<file path="config.mk">
export PLATFORM = sky130hd
export DESIGN_NAME = dffram_bist
export DESIGN_NICKNAME = d
export VERILOG_FILES = /design/src/rtl/dffram_bist.sv
export SDC_FILE = /design/constraint.sdc
export NUM_CORES = 1
export LEC_CHECK = 0
export BUFFER_PORTS_ARGS = -buffer_cell sky130_fd_sc_hd__buf_2
export CAP_MARGIN = 20
export CORE_UTILIZATION = 48
export CTS_BUF_LIST = sky130_fd_sc_hd__clkbuf_16
export CTS_CLUSTER_DIAMETER = 200
export CTS_CLUSTER_SIZE = 30
export DETAILED_ROUTE_END_ITERATION = 7
export PLACE_DENSITY = 0.84
export SYNTH_ARGS = -nofsm -noshare
export SYNTH_HDL_FRONTEND = slang
export SYNTH_SLANG_ARGS = --single-unit
</file>
<file path="constraint.sdc">
create_clock -name CLK -period 3.4 [get_ports CLK]
set_input_delay 0.17 -clock CLK [delete_from_list [all_inputs] [get_ports CLK]]
set_output_delay 0.17 -clock CLK [all_outputs]
set_load 0.02 [all_outputs]
</file>
<file path="src/rtl/dffram_bist.sv">
// March C- plus byte-lane write-mask BIST initiator for a single DFFRAM port.
// Drives EN0/WE0/A0/Di0 and compares Do0 RD_LAT edges after each read issue.
module dffram_bist #(
    parameter  int WSIZE  = 4,
    parameter  int BANKS  = 4,
    parameter  int RD_LAT = 1,
    localparam int AWIDTH = $clog2(BANKS) + 4,
    localparam int DW     = WSIZE * 8
) (
    input  logic              CLK,
    input  logic              RESETn,
    input  logic              start,
    output logic              busy,
    output logic              done,
    output logic              pass,
    output logic [AWIDTH-1:0] fail_addr,
    output logic [DW-1:0]     fail_exp,
    output logic [DW-1:0]     fail_got,
    output logic              EN0,
    output logic [WSIZE-1:0]  WE0,
    output logic [AWIDTH-1:0] A0,
    output logic [DW-1:0]     Di0,
    input  logic [DW-1:0]     Do0
);
    localparam int LW = $clog2(RD_LAT + 2);

    localparam logic [1:0] IDLE      = 2'd0;
    localparam logic [1:0] RUN       = 2'd1;
    localparam logic [1:0] FAIL_HOLD = 2'd2;
    localparam logic [1:0] PASS_HOLD = 2'd3;

    function automatic logic [DW-1:0] lane_alt(input logic [7:0] ev, input logic [7:0] od);
        logic [DW-1:0] r;
        r = '0;
        for (int i = 0; i < WSIZE; i++) r[8*i +: 8] = (i % 2 == 0) ? ev : od;
        return r;
    endfunction

    function automatic logic [WSIZE-1:0] even_mask();
        logic [WSIZE-1:0] m;
        m = '0;
        for (int i = 0; i < WSIZE; i += 2) m[i] = 1'b1;
        return m;
    endfunction

    localparam logic [DW-1:0]    PAT_Z  = '0;
    localparam logic [DW-1:0]    PAT_O  = '1;
    localparam logic [DW-1:0]    PAT_A  = {WSIZE{8'hA5}};
    localparam logic [DW-1:0]    PAT_B  = {WSIZE{8'h5A}};
    localparam logic [DW-1:0]    PAT_C  = lane_alt(8'h5A, 8'hA5);
    localparam logic [WSIZE-1:0] MASK_M = even_mask();

    logic [1:0]        state;
    logic [2:0]        elem;
    logic [AWIDTH-1:0] addr;
    logic              opi;
    logic [LW-1:0]     lat;

    logic              down, two_ops, cur_rd, last_op, word_end, next_down, run;
    logic [DW-1:0]     wdata, rexp;
    logic [WSIZE-1:0]  wmask;

    // Element table: op order, direction, write pattern/mask and read expectation.
    always_comb begin
        down    = (elem == 3'd3) || (elem == 3'd4);
        two_ops = (elem != 3'd0) && (elem != 3'd5) && (elem != 3'd6);
        cur_rd  = (opi == 1'b0) ? ((elem >= 3'd1) && (elem <= 3'd5)) : (elem == 3'd7);
        wmask   = '1;
        wdata   = PAT_Z;
        rexp    = PAT_Z;
        case (elem)
            3'd1:    begin rexp = PAT_Z; wdata = PAT_O; end
            3'd2:    begin rexp = PAT_O; wdata = PAT_Z; end
            3'd3:    begin rexp = PAT_Z; wdata = PAT_O; end
            3'd4:    begin rexp = PAT_O; wdata = PAT_Z; end
            3'd6:    wdata = PAT_A;
            3'd7:    begin wdata = PAT_B; wmask = MASK_M; rexp = PAT_C; end
            default: ;
        endcase
        last_op   = two_ops ? opi : 1'b1;
        word_end  = down ? (addr == '0) : (addr == '1);
        next_down = (elem == 3'd2) || (elem == 3'd3);
    end

    assign run  = (state == RUN);
    assign busy = (state != IDLE);
    assign done = (state == FAIL_HOLD) || (state == PASS_HOLD);
    // Port drive is decoded from registered state so reset drops it asynchronously.
    assign EN0  = run && (!cur_rd || lat == '0);
    assign WE0  = (run && !cur_rd) ? wmask : '0;
    assign A0   = run ? addr : '0;
    assign Di0  = (run && !cur_rd) ? wdata : '0;

    always_ff @(posedge CLK or negedge RESETn) begin
        if (!RESETn) begin
            state     <= IDLE;
            elem      <= '0;
            addr      <= '0;
            opi       <= 1'b0;
            lat       <= '0;
            pass      <= 1'b0;
            fail_addr <= '0;
            fail_exp  <= '0;
            fail_got  <= '0;
        end else begin
            case (state)
                IDLE: if (start) begin
                    state     <= RUN;
                    elem      <= '0;
                    addr      <= '0;
                    opi       <= 1'b0;
                    lat       <= '0;
                    pass      <= 1'b0;
                    fail_addr <= '0;
                    fail_exp  <= '0;
                    fail_got  <= '0;
                end
                RUN: begin
                    if (cur_rd && lat != LW'(RD_LAT)) begin
                        lat <= lat + 1'b1;
                    end else if (cur_rd && (Do0 !== rexp)) begin
                        fail_addr <= addr;
                        fail_exp  <= rexp;
                        fail_got  <= Do0;
                        pass      <= 1'b0;
                        state     <= FAIL_HOLD;
                    end else begin
                        lat <= '0;
                        if (!last_op) begin
                            opi <= 1'b1;
                        end else begin
                            opi <= 1'b0;
                            if (!word_end) begin
                                addr <= down ? addr - 1'b1 : addr + 1'b1;
                            end else if (elem == 3'd7) begin
                                pass  <= 1'b1;
                                state <= PASS_HOLD;
                            end else begin
                                elem <= elem + 1'b1;
                                addr <= next_down ? '1 : '0;
                            end
                        end
                    end
                end
                default: state <= IDLE;
            endcase
        end
    end
endmodule

</file>
==> flow_summary.json, run 1 <==
{
  "postCtsSetupBuffers": 0,
  "clk_pin_slew_ns": 0.08,
  "root_buffer": "clkbuf_16",
  "antenna_found_initial": 0,
  "die_w_um": 86.39,
  "seqCellArea_um2": 1376,
  "synth_edf_count": 0,
  "avgSynthCellArea_um2": 10.52,
  "yosysSeqAreaShare": 0.4026,
  "synth-simple-area-share": 0.1193,
  "fin_util": 0.5705,
  "outcome": "complete, but fails checks",
  "ant_nets": 0,
  "grt_util_all_layers": 0.2049,
  "reg2reg_depth": 10,
  "drive_above_1_share": 0.4477,
  "syn_nets": 373,
  "reg2reg_slack_ns": 0.47,
  "die-area_um2": 7463,
  "ys_types": 60,
  "cts_buffers": 5,
  "fin_crit_ns": 2.933,
  "grt_max_degree": 41,
  "die-height_um": 86.39,
  "critPathKind": "flop to flop",
  "wl_met2_mm": 3.826,
  "async_flop_share": 1.000,
  "port-buffer-count": 150,
  "finalSetupViolCount": 0,
  "synth_cells": 325,
  "rows": 30,
  "total_power_mw": 3.346,
  "p_per_area_nw_per_um2": 858.6,
  "end_kind": "flop",
  "initial_core_util": 0.5004,
  "core_um2": 6832,
  "ys_warn_count": 0,
  "wl_met1_mm": 3.463,
  "numClockSinks": 55,
  "cts_tree": "yes",
  "syn-cell-area_um2": 3418,
  "synth-xor-area-share": 0.01025,
  "drtPass1Iterations": 4,
  "ioPinCount": 151,
  "slew_violations": 0,
  "tightest_slew_ns": 0.8449,
  "cts_hold_buffers": 0,
  "critPathRequiredTime_ns": 3.63,
  "synthMuxAreaShare": 0.02965,
  "vias_per_cell": 5.432,
  "fill_cells": 608,
  "grt_pass1_vias": 2411,
  "hpwl_mm": 5.768,
  "rsz0062_at_grt": "false",
  "start_kind": "flop",
  "vdd_drop_max_v": 0.0005034,
  "cts_buffer_depth": 2,
  "synth_top_area_share": 0.4026,
  "skew_ns": 0.009561,
  "final_nets": 458,
  "ys_top_cells_by_area": "dfrtp_1 40%, buf_4 14%, a22o_1 10%, ha_1 4.4%, buf_6 2.3%",
  "drc": 0,
  "gp_congestion": 0.8202,
  "wl_per_cell_um": 15.28,
  "violations": "negative hold slack",
  "synth_compound_area_frac": 0.2013,
  "diodes": 0,
  "hold_viol_final": 39,
  "max_freq_mhz": 341.0,
  "drt_iter0_markers": 201,
  "stdcell_count": 507,
  "gr-total-overflow": 0,
  "period_share": 0.8625,
  "dp.cells": 499,
  "area_delta_synth_final_pct": 14.02,
  "yosysTopAreaCell": "dfrtp_1",
  "wl_mm": 7.748,
  "drv_cap": 0,
  "synth_top_cells_by_count": "62 x buf_4, 55 x dfrtp_1, 40 x a22o_1",
  "top_layer": "met4",
  "wl_met3_um": 384,
  "clk_latency_ns": 0.30,
  "power_leakage_nw": 2.144,
  "synth-main-ff-cell": "dfrtp_1",
  "synth_most_common_cell": "buf_4",
  "dr_total_vias": 2754,
  "hold_ws_ns": -0.02162,
  "synth_top_family_by_area": "compound AO/OA/AOI/OAI gates",
  "synth_seq_cells": 55,
  "r2r-end": "fail_got[9]$_DFFE_PN0P_",
  "cts_resized": 0,
  "r2r_start": "elem[1]$_DFFE_PN0P_",
  "cts_max_level": 2,
  "cp.arrival_ns": 3.16,
  "worst_hold_path_type": "input port to async pin",
  "grt_pass1_wl_mm": 11.94,
  "synth_fa_ha_area_frac": 0.04978,
  "slew_headroom": 0.4367,
  "multi_input_area_um2": 1403,
  "path_max_fanout": 40,
  "fin_tns_setup_ns": 0
}
==> worst max-delay path by stage <==
stage,from,to,cells after the start
floorplan,elem[0]$_DFFE_PN0P_,Di0[11],8
finish,elem[1]$_DFFE_PN0P_,fail_got[9]$_DFFE_PN0P_,10
global placement,elem[0]$_DFFE_PN0P_,fail_exp[29]$_DFFE_PN0P_,10
global route,elem[0]$_DFFE_PN0P_,fail_exp[29]$_DFFE_PN0P_,10
detailed placement,elem[0]$_DFFE_PN0P_,fail_addr[3]$_DFFE_PN0P_,10
CTS,elem[0]$_DFFE_PN0P_,fail_got[9]$_DFFE_PN0P_,10
==> layer usage <==
metal / track usage / up-vias
li1: - / 1299
met1: 0.2845 / 1340
met2: 0.3290 / 106
met3: 0.04571 / 9
met4: 0.04697 / 0
met5: 0 / -
==> metrics by stage <==
stage                     area (um^2)  setup slack (ns)
after detailed placement         3745            0.5260
after global routing             3897            0.1740
final                            3897            0.4673
after floorplan                  3418            0.5520
after global placement           3745            0.6548
after CTS                        3897            0.5003
==> where the power goes <==
group	internal [mW]	switching, mW	total (mW)	leakage (nW)
logic	0.700	1.02	1.72	1.33
clock network	0.280	0.246	0.525	0.0719
registers	0.913	0.186	1.10	0.743
==> area by class of cell <==
type | instances | area share
Clock buffer | 5 | 0.03210
Multi-Input combinational cell | 180 | 0.3599
Sequential cell | 55 | 0.3531
Clock inverter | 3 | 0.007063
Inverter | 14 | 0.01348
Tap cell | 96 | 0.03082
Timing Repair Buffer | 154 | 0.2035
==> registers in the layout, indices dropped and copies added (netlist names) <==
name and cells:
fail_got 32, opi 1, fail_addr 6, lat 2, elem 3, state 2
fail_exp 2, pass 1, addr 6
==> cells by family after synthesis <==
group | Yosys count
fa+ha+maj | 13
xor+xnor | 4
simple gates | 68
compound gates | 86
buf+inv | 90
mux | 9
flops | 55
==> worst max-delay path: stages, from the launching register on <==
cell     delay (ns)
dfrtp_1        0.47
ha_1           0.26
ha_1           0.30
nor4_1         0.30
nand4_1        0.12
nor4_1         0.37
nor2_1         0.14
and2_4         0.20
o21ai_2        0.10
buf_4          0.38
a22o_1         0.21
==> cells in the final DEF (no fill, tap or decap), drive strengths merged, types with 4 or more instances in the layout <==
cell type and n:
a22o 40, and2 6, nor3 4, ha 12, nand4 12, a21oi 12, dfrtp 55, nor2 14
inv 15, buf 154, clkbuf 5, o21ai 6, nor4 11, nand2 8, mux2 6
Note: power is estimated with default switching activity, not from simulation.
==> inputs of run 2 (changes only) <==
Settings changed: CORE_UTILIZATION 48 to 52, GPL_TIMING_DRIVEN from default to 0, PLACE_DENSITY 0.84 to 0.9.
Clock period 3.4 ns to 3.7 ns, I/O delays scaled along.
==> flow_summary.json, run 2 (synthesis gave the netlist of run 1 again) <==
{
  "grt_pass1_vias": 2864,
  "cp.arrival_ns": 3.16,
  "pwr-share-clk": 0.153,
  "final_area_um2": 4443,
  "fin_tns_setup_ns": 0,
  "critPathKind": "flop to primary output",
  "top_register": "fail_got",
  "core_um2": 6350,
  "vdd_drop_max_v": 0.0005230,
  "intPower_mw": 1.801,
  "cp_num_buf_inv": 3,
  "cts_tree": "yes",
  "cts_buffers": 5,
  "rsz0062_at_grt": "false",
  "numClockSinks": 55,
  "slew_violations": 0,
  "p_per_area_nw_per_um2": 715.1,
  "power_leakage_nw": 2.539,
  "grt_util_all_layers": 0.2513,
  "postPlaceCellArea_um2": 4285,
  "outcome": "completed",
  "ant_nets": 0,
  "cp_slowest_stage_delay_ns": 0.77,
  "combPwrFrac": 0.534,
  "cts_buffer_depth": 2,
  "initial_core_util": 0.5383,
  "seq_power_share": 0.314,
  "die_w_um": 83.08,
  "drc": 0,
  "cts_hold_buffers": 1,
  "period_share": 0.9030,
  "cp_top_family": "compound AO/OA/AOI/OAI gates",
  "fin_crit_ns": 3.341,
  "drtPass1Iterations": 4,
  "total_power_mw": 3.177,
  "fill_cells": 474,
  "drv_cap": 0,
  "antenna_found_initial": 0,
  "p_switching_mw": 1.376,
  "cts_resized": 0,
  "ioPinCount": 151,
  "root_buffer": "clkbuf_16",
  "final_nets": 532,
  "vias_per_cell": 5.443,
  "tightest_slew_ns": 0.9870,
  "path_max_fanout": 16,
  "hold_viol_final": 0,
  "final_common_cell": "buf_2",
  "grt_max_degree": 37,
  "clk_latency_ns": 0.30,
  "die-area_um2": 6901,
  "wl_per_cell_um": 15.29,
  "drive_above_1_share": 0.5278,
  "slew_headroom": 0.3420,
  "cts_max_level": 2,
  "rows": 29,
  "area_delta_synth_final_pct": 29.98,
  "end_kind": "primary output",
  "gp_congestion": 0.8875,
  "pre_cts_slack_ns": 0.6537,
  "largest_reg_flops": 32,
  "wl_mm": 8.592,
  "finalWorstSetupSlack_ns": 0.3588,
  "die-height_um": 83.08,
  "hpwl_mm": 6.509,
  "worst_hold_path_type": "input port to flop",
  "skew_ns": 0.003936,
  "seqCellArea_um2": 1376,
  "p_sw_frac": 0.4332,
  "max_freq_mhz": 299.3,
  "layout_common_cells": "154 x buf_2, 62 x buf_4, 55 x dfrtp_1, 40 x a22o_1, 14 x inv_1",
  "dr_total_vias": 3059,
  "grt_pass1_wl_mm": 14.05,
  "hold_ws_ns": 0.1425,
  "gr-total-overflow": 0,
  "postCtsSetupBuffers": 0,
  "cp_slowest_cell": "a21oi_1",
  "drt_iter0_markers": 191,
  "top_regs": "fail_got: 32 flops, addr: 6 flops, fail_addr: 6 flops",
  "port-buffer-count": 150,
  "finalSetupViolCount": 0,
  "critPathRequiredTime_ns": 3.51,
  "multi_input_area_um2": 1403,
  "clk_pin_slew_ns": 0.07,
  "path_cells": "ha_1 > ha_1 > buf_6 > or2b_2 > nand2_1 > nand2_1 > a21oi_1 > buf_4 > buf_2",
  "diodes": 0,
  "start_kind": "flop"
}
run 2: through the flow:
| step | cells | util |
|---|---|---|
| after floorplan | 325 | - |
| after global placement | 552 | 0.6717 |
| after detailed placement | 553 | 0.6749 |
| after CTS | 562 | 0.6997 |
| after global routing | 562 | 0.6997 |
| final | 562 | 0.6997 |
run 2: layout make-up:
type / instances / share of cell area
clock buffer: 5 / 0.02816
clock inverter: 3 / 0.005069
buffer: 76 / 0.1321
multi-input combinational: 180 / 0.3157
timing repair buffer: 152 / 0.1757
tap: 77 / 0.02168
sequential: 55 / 0.3098
inverter: 14 / 0.01183
run 2: power groups by stage:
stage / Clock (mW) / Sequential (mW) / Combinational [mW]
floorplan: 0 / 1.22 / 0.951
global placement: 0 / 0.994 / 1.64
detailed placement: 0 / 1.00 / 1.68
CTS: 0.480 / 0.994 / 1.70
global route: 0.502 / 1.02 / 1.83
finish: 0.485 / 0.997 / 1.70
run 2: final timing paths:
check                                              start                       end  slack, ns  cells after the start
worst min register to register  fail_got[20]$_DFFE_PN0P_  fail_got[20]$_DFFE_PN0P_       0.50                      1
worst max register to register       elem[1]$_DFFE_PN0P_  fail_addr[0]$_DFFE_PN0P_       0.74                     11
max in group asynchronous                         RESETn        lat[1]$_DFFE_PN0P_       2.73                      3
min in group asynchronous                         RESETn  fail_got[21]$_DFFE_PN0P_       0.42                      2
worst min-delay path                             Do0[12]  fail_got[12]$_DFFE_PN0P_       0.14                      2
worst max-delay path                 elem[1]$_DFFE_PN0P_                   Di0[25]       0.36                      9
run 2: per-layer routing:
metal | track usage | vias to the layer above | part of all wire
li1 | - | 1440 | -
met1 | 0.3349 | 1456 | 0.42
met2 | 0.4270 | 145 | 0.49
met3 | 0.04274 | 18 | 0.068
met4 | 0.06426 | 0 | 0.017
met5 | 0 | - | 0
==> inputs of run 3 (changes only) <==
Settings changed: CAP_MARGIN 20 to default, CORE_UTILIZATION 52 to 47, PLACE_DENSITY 0.9 to 0.83.
==> flow_summary.json, run 3 (synthesis gave the netlist of run 1 again) <==
{
  "final_common_cell": "buf_2",
  "finalSetupViolCount": 0,
  "ioPinCount": 151,
  "total_power_mw": 3.156,
  "vias_per_cell": 5.145,
  "fin_util": 0.6420,
  "reg2reg_depth": 11,
  "port-buffer-count": 150,
  "start_kind": "flop",
  "grt_pass1_wl_mm": 13.23,
  "wl_mm": 8.475,
  "slew_violations": 0,
  "grt_util_all_layers": 0.2247,
  "die_w_um": 87.28,
  "max_freq_mhz": 298.8,
  "rows": 30,
  "path_cells": "ha_1 > ha_1 > buf_6 > or2b_2 > nand2_1 > nand2_1 > a21oi_1 > buf_4 > buf_2",
  "critPathRequiredTime_ns": 3.51,
  "grt_max_degree": 56,
  "hpwl_mm": 6.469,
  "top_regs": "fail_got: 32 flops, addr: 6 flops, fail_addr: 6 flops",
  "drv_cap": 0,
  "vdd_drop_max_v": 0.0005048,
  "largest_reg_flops": 32,
  "cts_tree": "yes",
  "dr_total_vias": 2979,
  "cp_slowest_stage_delay_ns": 0.78,
  "drive_above_1_share": 0.5259,
  "end_kind": "primary output",
  "r2r_start": "elem[0]$_DFFE_PN0P_",
  "dp.cells": 571,
  "initial_core_util": 0.4949,
  "hold_ws_ns": 0.1376,
  "p_per_area_nw_per_um2": 711.7,
  "hold_viol_final": 0,
  "drtPass1Iterations": 4,
  "reg2reg_slack_ns": 0.87,
  "worst_hold_path_type": "input port to async pin",
  "slew_headroom": 0.1854,
  "drc": 0,
  "cp.arrival_ns": 3.16,
  "r2r-end": "fail_got[16]$_DFFE_PN0P_",
  "antenna_found_initial": 0,
  "layout_common_cells": "154 x buf_2, 62 x buf_4, 55 x dfrtp_1, 40 x a22o_1, 14 x inv_1",
  "die-area_um2": 7618,
  "core_um2": 6907,
  "power_leakage_nw": 2.519,
  "cts_buffers": 5,
  "clk_latency_ns": 0.30,
  "postCtsSetupBuffers": 0,
  "die-height_um": 87.28,
  "top_register": "fail_got",
  "cts_max_level": 2,
  "root_buffer": "clkbuf_16",
  "cp_slowest_cell": "a21oi_1",
  "area_delta_synth_final_pct": 29.72,
  "outcome": "completed",
  "cts_buffer_depth": 2,
  "cts_hold_buffers": 0,
  "critPathKind": "flop to primary output",
  "diodes": 0,
  "gp_congestion": 0.8290,
  "clk_pin_slew_ns": 0.07,
  "fin_crit_ns": 3.347,
  "rsz0062_at_grt": "false",
  "fin_tns_setup_ns": 0,
  "wl_per_cell_um": 14.64,
  "drt_iter0_markers": 159,
  "stdcell_count": 579,
  "tightest_slew_ns": 1.222,
  "grt_pass1_vias": 2739,
  "skew_ns": 0.005324,
  "gr-total-overflow": 0,
  "path_max_fanout": 16,
  "numClockSinks": 55,
  "final_nets": 530,
  "ant_nets": 0,
  "cts_resized": 0,
  "period_share": 0.9046
}
-- run 3: worst max-delay path: cells and delay by family, from the launching register on --
family,cells,cell delay [ns]
AOI/OAI and AO/OA,1,0.78
adders and majority gates,2,0.47
and+or+nand+nor,3,0.64
buffers and inverters,3,0.52
DFF,1,0.46
-- run 3: worst max path at each step --
stage | startpoint | slack [ns] | endpoint | depth (start not counted)
2_1_floorplan | elem[0]$_DFFE_PN0P_ | 0.84 | Di0[11] | 8
3_3_place_gp | elem[0]$_DFFE_PN0P_ | 0.70 | Di0[9] | 9
3_5_place_dp | elem[1]$_DFFE_PN0P_ | 0.59 | Di0[6] | 9
4_1_cts | elem[1]$_DFFE_PN0P_ | 0.29 | Di0[6] | 9
5_1_grt | elem[1]$_DFFE_PN0P_ | 0.05 | Di0[11] | 9
6_report | elem[0]$_DFFE_PN0P_ | 0.35 | Di0[6] | 9
-- run 3: per-stage QoR --
step	worst slack [ns]	instance area, um^2
floorplan	0.8370	3418
global placement	0.7028	4289
detailed placement	0.5916	4289
CTS	0.2863	4434
global route	0.05122	4434
finish	0.3530	4434
-- run 3: area by class of cell --
class / instances / area, um^2
fill: 579 / 2472
multi-input combinational: 180 / 1403
sequential: 55 / 1376
timing repair buffer: 150 / 750.7
buffer: 76 / 586.8
clock buffer: 5 / 125.1
tap: 96 / 120.1
inverter: 14 / 52.55
clock inverter: 3 / 20.02
-- run 3: layer usage --
layer  share of wire  GRT usage  vias to the layer above
met5               0          0                        -
met4           0.018    0.08197                        0
met3           0.059    0.04076                       15
met2            0.48     0.3501                      107
met1            0.44     0.3129                     1403
li1                -          -                     1454
-- run 3: power breakdown --
| group | switching, mW | internal, mW |
|---|---|---|
| logic | 0.985 | 0.703 |
| clock network | 0.222 | 0.250 |
| registers | 0.156 | 0.839 |
